File: config.mk
export PLATFORM = sky130hd
export DESIGN_NAME = fifo_flex
export DESIGN_NICKNAME = d
export VERILOG_FILES = /design/src/rtl/fifo_pkg.sv /design/src/rtl/fifo_flex_ctrl.sv /design/src/rtl/fifo_flex.sv
export SDC_FILE = /design/constraint.sdc
export NUM_CORES = 1
export LEC_CHECK = 0
export CORE_AREA = 2 2 135 137
export DETAILED_ROUTE_END_ITERATION = 10
export DIE_AREA = 0 0 137 139
export PLACE_DENSITY_LB_ADDON = 0.15
export SETUP_SLACK_MARGIN = 0.5
export SYNTH_ARGS = -nofsm -noshare
export SYNTH_HDL_FRONTEND = slang
export SYNTH_SLANG_ARGS = --single-unit
File: constraint.sdc
create_clock -name clk_i -period 9.3 [get_ports clk_i]
set_input_delay 1.86 -clock clk_i [delete_from_list [all_inputs] [get_ports clk_i]]
set_output_delay 1.86 -clock clk_i [all_outputs]
set_load 0.02 [all_outputs]
File: src/rtl/fifo_pkg.sv
// Shared types and helpers for the flexible FIFO: default payload type,
// count-width derivation and explicit-compare pointer wrap for any DEPTH.
package fifo_pkg;

  typedef logic [7:0] fifo_data_t;

  // Width needed to hold occupancy values 0..depth inclusive.
  function automatic int unsigned cnt_w(input int unsigned depth);
    return $clog2(depth + 1);
  endfunction

  function automatic int unsigned ptr_inc(input int unsigned ptr, input int unsigned depth);
    return (ptr == depth - 1) ? 32'd0 : ptr + 32'd1;
  endfunction

endpackage

File: src/rtl/fifo_flex_ctrl.sv
// Pointer, occupancy and flag control for fifo_flex. With FIFO_FLEX_BYPASS_EN
// defined, an empty FIFO with a writer and reader both active cuts through.
module fifo_flex_ctrl import fifo_pkg::*; #(
  parameter int unsigned DEPTH     = 32,
  parameter int unsigned AFULL_TH  = DEPTH - 2,
  parameter int unsigned AEMPTY_TH = 2,
  localparam int unsigned CNT_W    = cnt_w(DEPTH),
  localparam int unsigned PTR_W    = $clog2(DEPTH)
) (
  input  logic             clk_i,
  input  logic             arst_ni,
  input  logic             flush_i,
  input  logic             data_valid_i,
  input  logic             data_ready_i,
  output logic [PTR_W-1:0] w_ptr_o,
  output logic [PTR_W-1:0] r_ptr_o,
  output logic             wr_en_o,
  output logic             bypass_o,
  output logic             data_ready_o,
  output logic             data_valid_o,
  output logic             full_o,
  output logic             empty_o,
  output logic             almost_full_o,
  output logic             almost_empty_o,
  output logic [CNT_W-1:0] count_o,
  output logic             overflow_o,
  output logic             underflow_o
);

  logic [PTR_W-1:0] r_w_ptr;
  logic [PTR_W-1:0] r_r_ptr;
  logic [CNT_W-1:0] r_count;
  logic             r_overflow;
  logic             r_underflow;
  logic             w_full;
  logic             w_empty;
  logic             w_bypass;
  logic             w_push;
  logic             w_pop;

  assign w_full  = (r_count == CNT_W'(DEPTH));
  assign w_empty = (r_count == '0);

`ifdef FIFO_FLEX_BYPASS_EN
  assign w_bypass = w_empty & data_valid_i & data_ready_i;
`else
  assign w_bypass = 1'b0;
`endif

  // Handshake: a beat transfers on a side only in a cycle where both its
  // valid and ready are high; bypass beats move input to output untouched.
  assign w_push = data_valid_i & ~w_full & ~w_bypass;
  assign w_pop  = ~w_empty & data_ready_i;

  always_ff @(posedge clk_i or negedge arst_ni) begin
    if (!arst_ni) begin
      r_w_ptr     <= '0;
      r_r_ptr     <= '0;
      r_count     <= '0;
      r_overflow  <= 1'b0;
      r_underflow <= 1'b0;
    end else if (flush_i) begin
      r_w_ptr     <= '0;
      r_r_ptr     <= '0;
      r_count     <= '0;
      r_overflow  <= 1'b0;
      r_underflow <= 1'b0;
    end else begin
      if (w_push) r_w_ptr <= PTR_W'(ptr_inc(32'(r_w_ptr), DEPTH));
      if (w_pop)  r_r_ptr <= PTR_W'(ptr_inc(32'(r_r_ptr), DEPTH));
      case ({w_push, w_pop})
        2'b10:   r_count <= r_count + 1'b1;
        2'b01:   r_count <= r_count - 1'b1;
        default: r_count <= r_count;
      endcase
      if (data_valid_i & w_full)               r_overflow  <= 1'b1;
      if (data_ready_i & w_empty & ~w_bypass)  r_underflow <= 1'b1;
    end
  end

  assign w_ptr_o        = r_w_ptr;
  assign r_ptr_o        = r_r_ptr;
  assign wr_en_o        = w_push;
  assign bypass_o       = w_bypass;
  assign data_ready_o   = ~w_full;
  assign data_valid_o   = ~w_empty | w_bypass;
  assign full_o         = w_full;
  assign empty_o        = w_empty;
  assign almost_full_o  = (32'(r_count) >= AFULL_TH);
  assign almost_empty_o = (32'(r_count) <= AEMPTY_TH);
  assign count_o        = r_count;
  assign overflow_o     = r_overflow;
  assign underflow_o    = r_underflow;

endmodule

File: src/rtl/fifo_flex.sv
// Synchronous first-word-fall-through FIFO of any DEPTH with flush, level
// flags and sticky errors. Optional zero-latency cut-through: FIFO_FLEX_BYPASS_EN.
module fifo_flex import fifo_pkg::*; #(
  parameter int unsigned DEPTH     = 32,
  parameter type         data_t    = fifo_data_t,
  parameter int unsigned AFULL_TH  = DEPTH - 2,
  parameter int unsigned AEMPTY_TH = 2,
  localparam int unsigned CNT_W    = cnt_w(DEPTH)
) (
  input  logic             clk_i,
  input  logic             arst_ni,
  input  logic             flush_i,
  input  data_t            data_i,
  input  logic             data_valid_i,
  output logic             data_ready_o,
  output data_t            data_o,
  output logic             data_valid_o,
  input  logic             data_ready_i,
  output logic             full_o,
  output logic             empty_o,
  output logic             almost_full_o,
  output logic             almost_empty_o,
  output logic [CNT_W-1:0] count_o,
  output logic             overflow_o,
  output logic             underflow_o
);

  localparam int unsigned PTR_W = $clog2(DEPTH);

  data_t            r_mem [DEPTH];
  logic [PTR_W-1:0] w_w_ptr;
  logic [PTR_W-1:0] w_r_ptr;
  logic             w_wr_en;
  logic             w_bypass;

  fifo_flex_ctrl #(
    .DEPTH     (DEPTH),
    .AFULL_TH  (AFULL_TH),
    .AEMPTY_TH (AEMPTY_TH)
  ) u_ctrl (
    .clk_i          (clk_i),
    .arst_ni        (arst_ni),
    .flush_i        (flush_i),
    .data_valid_i   (data_valid_i),
    .data_ready_i   (data_ready_i),
    .w_ptr_o        (w_w_ptr),
    .r_ptr_o        (w_r_ptr),
    .wr_en_o        (w_wr_en),
    .bypass_o       (w_bypass),
    .data_ready_o   (data_ready_o),
    .data_valid_o   (data_valid_o),
    .full_o         (full_o),
    .empty_o        (empty_o),
    .almost_full_o  (almost_full_o),
    .almost_empty_o (almost_empty_o),
    .count_o        (count_o),
    .overflow_o     (overflow_o),
    .underflow_o    (underflow_o)
  );

  // Storage carries no reset; contents are only observable once counted in.
  always_ff @(posedge clk_i) begin
    if (w_wr_en) r_mem[w_w_ptr] <= data_i;
  end

  assign data_o = w_bypass ? data_i : r_mem[w_r_ptr];

endmodule

==> impl_metrics.ini <==
[critical_path]
cp.depth = 5
cp_data_arrival_time_ns = 4.14
worst_r2r_endpoint = u_ctrl.count_o[4]
r2r_slack_ns = 5.87
crit_top_cell = mux4_2
crit_family = multiplexers
worst_r2r_startpoint = u_ctrl.count_o[2]
crit_start = u_ctrl.r_ptr_o[0]
cp_cell_sequence = buf_4 -> mux4_2 -> mux4_2 -> mux2_2 -> clkdlybuf4s50_1
cp_num_buf_inv = 2
slowest_delay_ns = 0.92
start_kind = flip-flop
end_kind = output port
crit_end = data_o[2]
crit_type = flip-flop to output port
reg2reg_depth = 8
crit_fanout = 36
cp_slowest_cell = dfrtp_4
critPathRequiredTime_ns = 7.44

[status]
outcome = complete, no violations

[yosys]
synth-edff-count = 256
ys_ff_latch = 274
yosysSeqAreaShare_pct = 72.88
yosys_warnings = 0
syn-mean-instance-area_sq_um = 19.83
async_reset_ff_share_pct = 6.569
yosysUniqueCellTypes = 46
syn_area_sq_mm = 0.01117
syn_inst = 563
synth_flop_cell = edfxtp_1
syn_nets = 586

[final_layout]
multi_input_comb_area_sq_mm = 0.002849
area_delta_synth_final_pct = 12.90
final-seq-area_sq_mm = 0.008143
finalNonFillerCells = 845
drive_gt1_share_pct = 23.21
fill_cells = 1044
antennaDiodeCount = 0
nets = 619

[route]
vias_per_cell = 6.684
routed-via-count = 5648
ant_nets = 0
remaining_drc_errors = 0
firstDrtPassIters = 5
drt_iter0_drc = 596
drt_wl_total_um = 23700
wl_per_cell_um = 28.05

[grt]
gr-total-overflow = 0
antenna_found_initial = 0
grt_pass1_vias = 5782
grt_max_degree = 69
grt_util_all_layers_pct = 26.47
grt_first_pass_wirelength_um = 36020

[sta]
finalCritPeriodShare_pct = 64.55
rsz0062_at_grt = no
finalSetupViolCount = 0
fmax_mhz = 166.6
period_needed_ns = 6.003
tightest_slew_ns = 1.218
setup-tns-final_ns = 0
slew_viol_final = 0
clock_skew_ns = 0.01245
report.final.hold_viol_count = 0
relSlewSlack_pct = 18.50

[power]
p_sw_share_pct = 25.75
p_leak_nw = 3.970
seq_power_share_pct = 44.9
internal-power_mw = 2.384
switchingPower_mw = 0.8267
clkPwrFrac_pct = 35.7
peakVddDrop_mv = 0.1958
combinationalPowerShare_pct = 19.4
cellPowerDensity_mw_per_mm2 = 254.7

[floorplan]
core_area_sq_mm = 0.01766
floorplan.rows = 49
chipWidth_um = 137
start_util_pct = 63.24
num_io_pins = 35
dieHeight_um = 139
dieArea_sq_mm = 0.01904

[min_path]
hold_path.class = flip-flop to flip-flop

[cts]
numCtsBuffers = 26
cts_tree = built
postCtsSetupBuffers = 0
cts_buffer_depth = 3
htree_levels = 1
cts_sinks = 274
cts_resized = 0
hold_buffers = 0
clkLatencyLatePin_ns = 0.53
clk_pin_slew_ns = 0.06
cts-root-buf = clkbuf_16

[place]
hpwl_um = 14250
io_buffer_count = 34
placed_cells = 797
gp_congestion = 0.7998

[job]
maxCapViolCount = 0
flip-flops by register name, indices dropped and copies added, names as in the netlist:
signal	cells
r_mem	256
u_ctrl.overflow_o	1
u_ctrl.underflow_o	1
u_ctrl.w_ptr_o	5
u_ctrl.r_ptr_o	5
u_ctrl.count_o	6
metal layers:
metal / vias to the layer above / GRT usage, % / share of wire (%)
met5: - / 0 / 0
met4: 0 / 8.627 / 2.5
met3: 44 / 3.582 / 7.9
met2: 300 / 41.24 / 50
met1: 2927 / 39.79 / 39
li1: 2377 / - / -
stage by stage:
step / worst slack, ns / power [mW] / utilization, % / hold WS, ns / cell area (sq um)
floorplan: 5.181 / 1.893 / - / 0.5047 / 11170
global placement: 3.829 / 2.078 / 66.10 / 0.4986 / 11670
detailed placement: 3.780 / 2.093 / 66.10 / 0.4932 / 11670
CTS: 3.212 / 3.228 / 71.39 / 0.5143 / 12610
global route: 3.072 / 3.317 / 71.39 / 0.5456 / 12610
finish: 3.297 / 3.211 / 71.39 / 0.5148 / 12610
tightest hold or removal path, stage by stage (launching register included):
cell	delay, ns
dfrtp_1	0.35
a21oi_1	0.04
nor2_1	0.08
synthesized netlist by cell type (3+ instances only):
cell	number	area (sq um)
buf_2	5	25.02
ha_1	10	125.1
a21oi_1	19	95.09
inv_1	8	30.03
mux4_2	80	1802
buf_1	4	15.01
nand2_1	16	60.06
clkbuf_1	20	75.07
nand3_1	6	30.03
nor3b_1	3	22.52
mux2_2	9	101.4
nor2_1	51	191.4
nor3_1	5	25.02
a31oi_1	5	31.28
a211oi_1	3	22.52
o21ai_0	6	30.03
buf_6	3	33.78
nand3b_1	4	30.03
edfxtp_1	256	7687
dfrtp_1	18	450.4
final cells by class:
class                   count  share of cell area (%)
flip-flops and latches    274                   64.60
repair buffers             37                   2.878
clock inverters            19                   1.995
clock buffers              29                   5.419
inverters                   8                  0.2382
well taps                 229                   2.273
multi-input cells         249                   22.60
logic make-up after synthesis:
family                   Yosys count  synth area share, %
flip-flops                       274                72.88
AND/OR/NAND/NOR                   99                4.124
multiplexers                      92                17.32
AO/OA/AOI/OAI                     45                2.712
buffers and inverters             40                1.602
adder cells (fa/ha/maj)           10                1.121
XOR/XNOR                           3               0.2354
worst min path at each step:
stage                        from                  to  slack, ns  cells past startpoint
2_1_floorplan   u_ctrl.w_ptr_o[3]   u_ctrl.w_ptr_o[3]       0.50                      2
5_1_grt        u_ctrl.underflow_o  u_ctrl.underflow_o       0.55                      2
3_3_place_gp    u_ctrl.overflow_o   u_ctrl.overflow_o       0.50                      2
4_1_cts        u_ctrl.underflow_o  u_ctrl.underflow_o       0.51                      2
6_report       u_ctrl.underflow_o  u_ctrl.underflow_o       0.51                      2
3_5_place_dp   u_ctrl.underflow_o  u_ctrl.underflow_o       0.49                      2
cells in the final DEF, fill, tap and decap left out, drive strengths merged, types with 2 or more instances in the layout:
master,synthesis,final
a211oi,4,4
a21oi,19,19
a31oi,5,5
and3,2,2
buf,12,3
bufinv,0,6
clkbuf,20,29
clkdlybuf4s50,0,34
clkinv,0,10
clkinvlp,0,2
dfrtp,18,18
edfxtp,256,256
ha,10,10
inv,8,9
mux2,10,10
mux2i,2,2
mux4,80,80
nand2,16,16
nand3,6,6
nand3b,4,4
nor2,51,51
nor3,5,5
nor3b,3,3
o21ai,7,7
o31ai,2,2
or2,2,2
or3,2,2
or3b,2,2
or4,2,2
xnor2,2,2
power groups by stage:
| stage | Clock [mW] | Sequential (mW) | Combinational, mW |
|---|---|---|---|
| 6_report | 1.15 | 1.44 | 0.624 |
| 5_1_grt | 1.20 | 1.45 | 0.670 |
| 4_1_cts | 1.16 | 1.44 | 0.629 |
| 3_5_place_dp | 0 | 1.47 | 0.625 |
| 3_3_place_gp | 0 | 1.47 | 0.613 |
| 2_1_floorplan | 0 | 1.44 | 0.458 |
(Power assumes the default switching activity.)
